===== config.mk =====
export PLATFORM = sky130hd
export DESIGN_NAME = if_stage
export DESIGN_NICKNAME = d
export VERILOG_FILES = /design/src/rtl/if_stage.sv
export SDC_FILE = /design/constraint.sdc
export NUM_CORES = 1
export LEC_CHECK = 0
export CORE_UTILIZATION = 40
export DETAILED_ROUTE_END_ITERATION = 6
export GPL_TIMING_DRIVEN = 0
export PLACE_DENSITY = 0.76
export SETUP_SLACK_MARGIN = 0.5
export SLEW_MARGIN = 20
export SYNTH_ARGS = -nofsm -noshare
export SYNTH_HDL_FRONTEND = slang
export SYNTH_SLANG_ARGS = --single-unit

===== constraint.sdc =====
create_clock -name clk -period 1.65 [get_ports clk]
set_input_delay 0.33 -clock clk [delete_from_list [all_inputs] [get_ports clk]]
set_output_delay 0.33 -clock clk [all_outputs]
set_load 0.1 [all_outputs]

===== src/rtl/if_stage.sv =====
// Instruction-fetch stage with the IF/ID pipeline register.
//
// Holds the PC, which drives the instruction-memory address directly. The
// fetched instruction is latched into IF/ID for the decode stage. Stalls,
// downstream redirects and the two-step EXEC sequence are handled here.
// EXEC first fetches one target instruction, then resumes at the saved
// return address.
//
// Ports:
//   clk, rst           clock; synchronous active-high reset
//   stall              hold PC, IF/ID and FSM
//   redirect_valid/pc  taken branch / JAL / JR target (highest priority)
//   exe_req/target/return
//                      EXEC decoded in ID: target to run and address to resume at
//   imem_addr          instruction-memory address (= PC register)
//   imem_rdata         asynchronous instruction-memory read data
//   if_id_*            IF/ID register: valid, instr, fetch address + 1, exe_pre
module if_stage #(
  parameter int unsigned ADDR_W   = 16,
  parameter int unsigned INSTR_W  = 16,
  parameter int unsigned RESET_PC = 0
) (
  input  logic               clk,
  input  logic               rst,
  input  logic               stall,
  input  logic               redirect_valid,
  input  logic [ADDR_W-1:0]  redirect_pc,
  input  logic               exe_req,
  input  logic [ADDR_W-1:0]  exe_target,
  input  logic [ADDR_W-1:0]  exe_return,
  output logic [ADDR_W-1:0]  imem_addr,
  input  logic [INSTR_W-1:0] imem_rdata,
  output logic               if_id_valid,
  output logic [INSTR_W-1:0] if_id_instr,
  output logic [ADDR_W-1:0]  if_id_pc_plus1,
  output logic               if_id_exe_pre
);

  typedef enum logic {StNormal, StExeFetch} state_e;

  state_e             state_q, state_d;
  logic [ADDR_W-1:0]  pc_q, pc_d;
  logic [ADDR_W-1:0]  saved_pc_q, saved_pc_d;
  logic               valid_q, valid_d;
  logic [INSTR_W-1:0] instr_q, instr_d;
  logic [ADDR_W-1:0]  pc_plus1_q, pc_plus1_d;
  logic               exe_pre_q, exe_pre_d;
  logic [ADDR_W-1:0]  pc_inc;

  // Wraps modulo 2^ADDR_W.
  assign pc_inc = pc_q + ADDR_W'(1);

  always_comb begin
    state_d    = state_q;
    pc_d       = pc_q;
    saved_pc_d = saved_pc_q;
    valid_d    = valid_q;
    instr_d    = instr_q;
    pc_plus1_d = pc_plus1_q;
    exe_pre_d  = exe_pre_q;

    if (redirect_valid) begin
      // Redirect wins even over stall and cancels any in-progress EXEC.
      pc_d      = redirect_pc;
      state_d   = StNormal;
      valid_d   = 1'b0;
      instr_d   = '0;
      exe_pre_d = 1'b0;
    end else if (exe_req && !stall) begin
      // Discard the wrong-path instruction fetched behind the EXEC.
      pc_d       = exe_target;
      saved_pc_d = exe_return;
      state_d    = StExeFetch;
      valid_d    = 1'b0;
      instr_d    = '0;
      exe_pre_d  = 1'b0;
    end else if (!stall) begin
      valid_d    = 1'b1;
      instr_d    = imem_rdata;
      pc_plus1_d = pc_inc;
      unique case (state_q)
        StNormal: begin
          exe_pre_d = 1'b0;
          pc_d      = pc_inc;
        end
        StExeFetch: begin
          exe_pre_d = 1'b1;
          pc_d      = saved_pc_q;
          state_d   = StNormal;
        end
        default: begin
          exe_pre_d = 1'b0;
          pc_d      = pc_inc;
          state_d   = StNormal;
        end
      endcase
    end
  end

  always_ff @(posedge clk) begin
    if (rst) begin
      state_q    <= StNormal;
      pc_q       <= ADDR_W'(RESET_PC);
      saved_pc_q <= '0;
      valid_q    <= 1'b0;
      instr_q    <= '0;
      pc_plus1_q <= '0;
      exe_pre_q  <= 1'b0;
    end else begin
      state_q    <= state_d;
      pc_q       <= pc_d;
      saved_pc_q <= saved_pc_d;
      valid_q    <= valid_d;
      instr_q    <= instr_d;
      pc_plus1_q <= pc_plus1_d;
      exe_pre_q  <= exe_pre_d;
    end
  end

  assign imem_addr      = pc_q;
  assign if_id_valid    = valid_q;
  assign if_id_instr    = instr_q;
  assign if_id_pc_plus1 = pc_plus1_q;
  assign if_id_exe_pre  = exe_pre_q;

endmodule


## Yosys cells after proc, flatten, opt, wreduce, memory -nomap -nowiden

Cells that the tools add are included.

| operators by class | value |
|---|---|
| equal/unequal tests | 2 |
| bitwise logic cells | 4 |
| reduce and logical (&&, ||, !) cells | 6 |
| $add $sub $neg | 1 |
| mux-type cells | 7 |

Operator list:

| operator | number |
|---|---|
| two-way mux 16 bit | 3 |
| one-hot mux 16 bit (2 select lines) | 1 |
| adder 16 x 1 -> 16 bit (second input constant) | 1 |
| NOT 1 bit | 4 |
| inequality test 3 x 1 -> 1 bit (second input constant) | 1 |
| AND reduction 3 bit | 1 |
| OR reduction 3 bit | 1 |
| two-way mux 1 bit | 2 |
| inequality test 2 x 1 -> 1 bit (second input constant) | 1 |
| one-hot mux 1 bit (2 select lines) | 1 |
| AND reduction 2 bit | 1 |
| OR reduction 2 bit | 1 |
| logical AND 1 bit | 1 |
| zero test 1 bit | 1 |

| storage, ports and cells | value |
|---|---|
| output and inout port bits | 50 |
| register bits after elaboration | 67 |

## Depth between registers and ports, before layout

Gate-level depths: netlist of run 1.

| logic depth | value |
|---|---|
| depth after elaboration | 5 |
| mapped depth | 7 |
| gate-level depth less buffers | 5 |

## Worst setup path after synthesis of run 1

No wires, ideal clock.

| timing path | value |
|---|---|
| path kind | reg-to-reg |
| start point | reg pc_q[0] (netlist: imem_addr[0]) |
| end point | reg pc_q[4] (netlist: imem_addr[4]) |
| library setup time | 86 ps |
| required time | 1,564 ps |
| buffers on the path | 0 |
| stages on the path, launching flop included | 6 |
| arrival | 2,381 ps |
| period minus slack after synthesis | 2,467 ps |
| path slack | -817 ps |
| path through | dfxtp_1 -> ha_1 -> nand3_4 -> xnor2_1 -> a2111o_1 -> a221oi_2 |

| on the way | value |
|---|---|
| longest elaborated chain between the ends | 5 |

Ends and longest elaborated chain:

| item | RTL line | text |
|---|---|---|
| from (decl) | 42 | `logic [ADDR_W-1:0] pc_q, pc_d;` |
| from (signal assigned) | 103 | `pc_q <= ADDR_W'(RESET_PC);` |
| from (signal assigned) | 111 | `pc_q <= pc_d;` |
| adder 16 x 1 -> 16 bit | 51 | `assign pc_inc = pc_q + ADDR_W'(1);` |
| one-hot mux 16 bit (2 select lines) | 81 | `unique case (state_q)` |
| two-way mux 16 bit | 77 | `end else if (!stall) begin` |
| two-way mux 16 bit | 69 | `end else if (exe_req && !stall) begin` |
| two-way mux 16 bit | 62 | `if (redirect_valid) begin` |

No other way between the ends. The select of a mux whose other input is x is not followed.
A chain may end at the register's enable or synchronous reset.

## Worst setup path after layout of run 1

| timing path | value |
|---|---|
| start point | reg pc_q[0] (netlist: imem_addr[0]) |
| end point | reg pc_q[6] (netlist: imem_addr[6]) |

Same word-level chain as after synthesis.

==> results of run 1 <==
-- routing by layer --
metal  routed length, um  part of all wire [%]
met1                5230                    35
met2                7170                    47
met4                 909                   6.0
met3                1810                    12
met5                   0                     0
-- worst min-delay path, cell delays in order --
cell and delay [ns]:
buf_6 0.10, nand2b_1 0.13, a21boi_0 0.10
-- power by group --
| group | internal [mW] | switching [mW] | total (mW) |
|---|---|---|---|
| Sequential | 1.69 | 0.101 | 1.79 |
| Clock | 0.603 | 0.654 | 1.26 |
| Combinational | 0.703 | 0.911 | 1.61 |
| Total | 3.00 | 1.67 | 4.66 |
-- cells in the final DEF, fill, tap and decap left out, types with 8 or more instances in the layout --
| cell type | count |
|---|---|
| buf_12 | 55 |
| buf_6 | 22 |
| buf_4 | 46 |
| mux2i_1 | 19 |
| clkbuf_8 | 13 |
| nand2_1 | 52 |
| dfxtp_4 | 20 |
| dfxtp_1 | 16 |
| dfxtp_2 | 31 |
| nand2b_1 | 14 |
| a21oi_1 | 51 |
| inv_1 | 13 |
| nor2_1 | 41 |
| o21ai_0 | 11 |
| a211oi_1 | 8 |
| clkdlybuf4s50_1 | 64 |
-- final cells by class --
| type | count | area [um^2] |
|---|---|---|
| multi-input combinational | 286 | 2060 |
| fill | 422 | 1410 |
| timing repair buffer | 179 | 2260 |
| tap | 102 | 128 |
| inverter | 13 | 48.8 |
| clock inverter | 3 | 15.0 |
| sequential | 67 | 1460 |
| clock buffer | 11 | 151 |
| buffer | 30 | 277 |
-- state kept, by name, indices dropped and copies added, names as in the netlist --
| name | cells |
|---|---|
| state_q | 1 |
| imem_addr | 16 |
| if_id_valid | 1 |
| saved_pc_q | 16 |
| if_id_exe_pre | 1 |
| if_id_instr | 16 |
| if_id_pc_plus1 | 16 |
-- cells by family after synthesis --
group	Yosys count
buffers and inverters	43
AOI/OAI and AO/OA	110
xor gates and xnor gates	8
adders and majority gates	1
DFF	67
and+or+nand+nor	146
muxes	21
-- worst paths after layout --
path                    to  slack, ns  cells after the start
min                state_q       0.33                      3
max reg2reg   imem_addr[6]      -0.08                      6
max           imem_addr[6]      -0.08                      6
min reg2reg  saved_pc_q[7]       0.46                      2
-- timing repair --
item,in CTS,in global routing
setup buffers,43,14
gates cloned,3,1
hold endpoints to repair,0,0
resized for setup,516,56
pin swaps,17,21
endpoints found under the setup margin,117,109
==> out/summary.md, run 1 <==
### Setup path
- **Setup CP Type** flip-flop to flip-flop
- **critical-path cell list** ha_4 > nand3_4 > buf_6 > nor3_4 > o21ai_1 > a311oi_1
- **worst reg2reg path startpoint** imem_addr[0]
- **maximum single-stage delay on the critical path** 0.40 ns
- **Critical Path End Type** flip-flop
- **Setup crit start kind** flip-flop
- **cell family with most CP delay** compound AO/OA/AOI/OAI gates
- **CP max stage cell** dfxtp_4
- **data required time at the worst endpoint** 1.87 ns
- **Critical Path Source** imem_addr[0]
- **Buffers & Inverters on Critical Path** 1
- **crit path max fanout** 7
- **arrival time at the worst endpoint** 1.96 ns

### Logic synthesis
- **Netlist Area Pre-Place** 3250 um^2
- **Seq/Total Area, Yosys** 41.3%
- **prevailing post-synth register cell** dfxtp_1
- **main combinational cell family by area after synthesis** simple AND/OR/NAND/NOR gates
- **arithmetic-cell share of the synthesized area counting full adders, half adders and majority gates** 0.385%
- **top-area cell type share of the netlist area** 41.3%
- **number of nets produced by synthesis** 466
- **top cell type by total area after synthesis** dfxtp_1
- **instance count of the mapped netlist** 396
- **synthesized-area fraction occupied by ao, oa, aoi and oai cells** 21.3%
- **number of distinct standard cells referenced by the synthesized netlist** 47
- **simple logic cell fraction of the synthesized area** 22.5%
- **syn_area_per_cell** 8.20 um^2
- **top-count cell post-synth** dfxtp_1
- **number of enable-type register cells in the synthesized netlist** 0
- **synthesis warning total** 0
- **top post-synthesis cells by count** dfxtp_1 (67), a21oi_1 (52), nand2_1 (52)
- **total of flip-flops plus latches after synthesis** 67
- **top post-synthesis cells by area** dfxtp_1 (41%), a21oi_1 (8.0%), mux2i_1 (6.2%)
- **parity-gate share of the synthesized area counting xor and xnor cells** 2.16%
- **async set or reset register ratio after synthesis** 0%
- **multiplexer area fraction after synthesis** 6.51%

### Timing
- **Slew Limit Fails** 0
- **final worst hold slack** 0.330 ns
- **Final Cycle Share** 105%
- **worst rel slew slack** 59.2%
- **time the worst path needs with I/O delays and setup** 1.73 ns
- **Worst Max-Slew Pin Slew** 0.613 ns
- **Hold Violations, Final** 0
- **worst-case clock skew** 0.0123 ns
- **sum of negative setup slack** -0.0842 ns
- **Achievable Freq** 577 MHz
- **total of endpoints with negative setup slack in the final report** 1
- **RSZ-0062 raised after global routing** true
- **Setup WS post-layout** -0.0842 ns

### Global route
- **maximum number of pins on one net before global-route repair** 11
- **global-route wire length before repair** 20600 um
- **most crowded layer after global routing** met2
- **global-route met3 utilization** 9.95%
- **via count of the first global-routing pass** 4046
- **total overflow reported by the global router** 0
- **overall fraction of global-route tracks in use** 31.8%
- **met2 track demand over resource** 56.3%
- **met1 usage** 34.0%
- **number of antenna violations at the first check in global routing** 0

### Routing
- **DRT iter0 DRCs** 401
- **Routed wire per std cell** 21.9 um
- **total via count after detailed routing** 4095
- **Post-route DRC** 0
- **total length of routed wires** 15100 um
- **residual antenna-violating net count after detailed routing** 0
- **detailed-route vias per instance** 5.93
- **number of detailed-routing iterations run before antenna repair** 5

### Clock tree
- **Clock Tree Root** clkbuf_8
- **clock latency on the worst-skew pair** 0.36 ns
- **buffer depth of the longest clock path** 2
- **clock tree from TritonCTS** built
- **count of hold-fix buffers inserted at cts** 0
- **number of clock sinks** 67
- **Num CTS Buffers** 9
- **CTS H-Tree Depth** 3
- **clk slew on worst S/H paths** 0.08 ns

### Floorplan
- **Core ar.** 7810 um^2
- **Initial Utilization** 41.6%
- **Rows** 32
- **I/O Pins** 119
- **die boundary height** 92.1 um
- **horizontal die dimension** 92.1 um
- **die footprint** 8480 um^2

### Pwr
- **worst voltage drop across the vdd grid** 0.000475 V
- **static leakage** 2.49 nW
- **Total Power** 4.66 mW
- **power per standard cell area** 729 nW/um^2

### Place
- **# placed instances** 616
- **port bufs** 118
- **GPL Wtd Cong** 0.897
- **post-placement worst setup slack** -0.538 ns
- **Cell Area, Placed** 4750 um^2
- **detailed-placement wirelength estimate** 7670 um

### Cells and area
- **diode insertion count for antenna repair** 0
- **share of layout cells above drive strength 1** 44.3%
- **Finished Layout Cells** 691
- **Finished Cell Area** 6390 um^2
- **area delta synth->final** 96.8%
- **share of the core filled with cells** 81.9%
- **final net count** 656

### Job
- **max capacitance violation total** 0

### Hold path
- **startpoint of the worst hold path** exe_req
- **hold crit path type** input pin to flip-flop

### Run status
- **outcome** complete, but fails checks
- **violations in the final reports** setup timing

(Power assumes the default switching activity.)
==> inputs of run 2 (changes only) <==
--- a/config.mk
+++ b/config.mk
@@ -6,6 +6,7 @@
 export NUM_CORES = 1
 export LEC_CHECK = 0
 export CORE_UTILIZATION = 40
+export CTS_BUF_LIST = sky130_fd_sc_hd__clkbuf_16
 export DETAILED_ROUTE_END_ITERATION = 6
 export GPL_TIMING_DRIVEN = 0
 export PLACE_DENSITY = 0.76
==> run 2 against run 1 <==
Compared with the run above: the run still ends with setup timing left; combinational power is essentially flat; critical endpoint is now imem_addr[11]; count of clock-buffer cells in the layout is 2 lower; worst hold slack improved by 0.028 ns; worst setup slack improved by 0.013 ns; cell area up 2.3%; die area unchanged; highest routed layer unchanged; cell count grew 0.58%; power is 10% higher; sequential power about the same; wire length shrank 0.56%; largest cell class unchanged.
==> out/summary.md, run 2 (synthesis gave the netlist of run 1 again) <==
### Place
- **post-placement worst setup slack** -0.538 ns, unchanged
- **Cell Area, Placed** 4750 um^2, unchanged
- **port bufs** 118, unchanged
- **GPL Wtd Cong** 0.897, unchanged
- **detailed-placement wirelength estimate** 7670 um, unchanged

### Setup path
- **cell depth of the worst flop-to-flop path** 6, unchanged
- **FF-to-FF setup slack** -0.07 ns, was -0.08 ns
- **Setup CP Type** flip-flop to flip-flop, unchanged
- **Setup crit start kind** flip-flop, unchanged
- **crit path max fanout** 6, was 7
- **arrival time at the worst endpoint** 1.92 ns, was 1.96 ns
- **data required time at the worst endpoint** 1.85 ns, was 1.87 ns
- **Critical Path End Type** flip-flop, unchanged

### Clock tree
- **Clock Tree Root** clkbuf_16, was clkbuf_8
- **clock latency on the worst-skew pair** 0.34 ns, was 0.36 ns
- **CTS H-Tree Depth** 3, unchanged
- **number of clock sinks** 67, unchanged
- **clock tree from TritonCTS** built, unchanged
- **buffer depth of the longest clock path** 2, unchanged
- **clk slew on worst S/H paths** 0.06 ns, was 0.08 ns
- **Num CTS Buffers** 9, unchanged

### Pwr
- **static leakage** 2.54 nW, was 2.49 nW
- **power per standard cell area** 785 nW/um^2, was 729 nW/um^2
- **worst voltage drop across the vdd grid** 0.000564 V, was 0.000475 V
- **Total Power** 5.13 mW, was 4.66 mW

### Timing
- **RSZ-0062 raised after global routing** true, unchanged
- **Slew Limit Fails** 0, unchanged
- **Hold Violations, Final** 0, unchanged
- **Final Cycle Share** 104%, was 105%
- **Achievable Freq** 581 MHz, was 577 MHz
- **Worst Max-Slew Pin Slew** 0.394 ns, was 0.613 ns
- **total of endpoints with negative setup slack in the final report** 1, unchanged
- **worst rel slew slack** 73.3%, was 59.2%
- **Setup WS post-layout** -0.0708 ns, was -0.0842 ns
- **time the worst path needs with I/O delays and setup** 1.72 ns, was 1.73 ns
- **worst-case clock skew** 0.00921 ns, was 0.0123 ns

### Cells and area
- **share of layout cells above drive strength 1** 47.2%, was 44.3%
- **diode insertion count for antenna repair** 0, unchanged
- **area taken by flip-flops and latches** 1450 um^2, was 1460 um^2
- **area delta synth->final** 101%, was 96.8%
- **Finished Cell Area** 6540 um^2, was 6390 um^2
- **number of fill cells in the layout** 433, was 422
- **area used by multi-input combinational logic** 2140 um^2, was 2060 um^2
- **most common cell after layout, fill and taps aside** clkdlybuf4s50_1, unchanged
- **commonest cells after routing, fill and taps aside** clkdlybuf4s50_1 (64), nand2_1 (52), buf_12 (52), was clkdlybuf4s50_1 (64), buf_12 (55), nand2_1 (52)
- **final net count** 660, was 656

### Job
- **max capacitance violation total** 0, unchanged

### Hold path
- **hold crit path type** input pin to flip-flop, unchanged
- **cell depth of the worst min-delay path** 3, unchanged

### Floorplan
- **die boundary height** 92.1 um, unchanged
- **Initial Utilization** 41.6%, unchanged
- **die footprint** 8480 um^2, unchanged
- **I/O Pins** 119, unchanged
- **horizontal die dimension** 92.1 um, unchanged
- **Rows** 32, unchanged
- **Core ar.** 7810 um^2, unchanged

### Routing
- **number of detailed-routing iterations run before antenna repair** 7, was 5
- **Routed wire per std cell** 21.6 um, was 21.9 um
- **total via count after detailed routing** 4066, was 4095
- **Post-route DRC** 0, unchanged
- **residual antenna-violating net count after detailed routing** 0, unchanged
- **total length of routed wires** 15000 um, was 15100 um
- **detailed-route vias per instance** 5.85, was 5.93
- **DRT iter0 DRCs** 314, was 401

### Global route
- **global-route wire length before repair** 20100 um, was 20600 um
- **maximum number of pins on one net before global-route repair** 11, unchanged
- **overall fraction of global-route tracks in use** 31.2%, was 31.8%
- **via count of the first global-routing pass** 3921, was 4046
- **total overflow reported by the global router** 0, unchanged
- **number of antenna violations at the first check in global routing** 0, unchanged

### Run status
- **violations in the final reports** setup timing, unchanged
- **outcome** complete, but fails checks, unchanged

run 2: cell count changes in the layout (fill, tap and decap cells not counted), moves of 4 or more:
cell,previous run,this run
clkbuf_8,13,3
nor2_1,41,29
buf_8,4,0
clkbuf_16,0,10
buf_6,22,30
mux2i_1,19,15
nor2_4,4,15
mux2i_2,1,5
run 2: per-stage QoR:
step                      hold WS [ns]  setup TNS, ns  util [%]  std cells
final                            0.359        -0.0708      83.7        695
after global routing             0.381        -0.0625      83.7        695
after CTS                        0.394              0      78.2        680
after detailed placement         0.438         -34.33      60.9        616
after global placement           0.433         -32.48      60.9        616
after floorplan                  0.431        -0.0908         -        396
run 2: cell type report:
type | instances | area share [%]
repair buffers | 183 | 34.5
clock buffers | 9 | 3.44
clock inverters | 5 | 0.344
flip-flops and latches | 67 | 22.2
plain buffers | 30 | 4.11
multi-input cells | 286 | 32.7
well taps | 102 | 1.95
inverters | 13 | 0.746
run 2: path summary, 6_finish.rpt:
check | from | endpoint
hold / removal | exe_req | state_q
setup reg to reg | imem_addr[0] | imem_addr[11]
setup / recovery | imem_addr[0] | imem_addr[11]
hold reg to reg | saved_pc_q[9] | saved_pc_q[9]
run 2: metal layers:
metal  GRT usage (%)  vias up  part of all wire, %
li1                -     1767                    -
met3            11.2       89                   12
met5               0        -                    0
met4            13.5        0                  4.8
met2            54.6      336                   49
met1            33.6     1874                   34
run 2: worst max-delay path, cell delays in order, from the launching register on:
cell      delay (ns)
dfxtp_4         0.39
buf_6           0.11
nand4_4         0.17
buf_6           0.20
nor4_4          0.20
o311ai_1        0.12
a221oi_1        0.39
run 2: where the power goes:
part / switching (mW) / leakage (nW) / internal, mW
logic: 0.915 / 1.84 / 0.702
clock network: 0.731 / 0.126 / 0.980
registers: 0.104 / 0.574 / 1.70
run 2: timing repair:
item                                    in CTS  in global routing
endpoints found under the setup margin     117                106
setup buffers                               49                 14
endpoints found under the hold margin        0                  0
hold buffers                                 0                  0
cloned                                       1                  1
gates resized for setup                    519                 82
pin swaps                                   22                 26
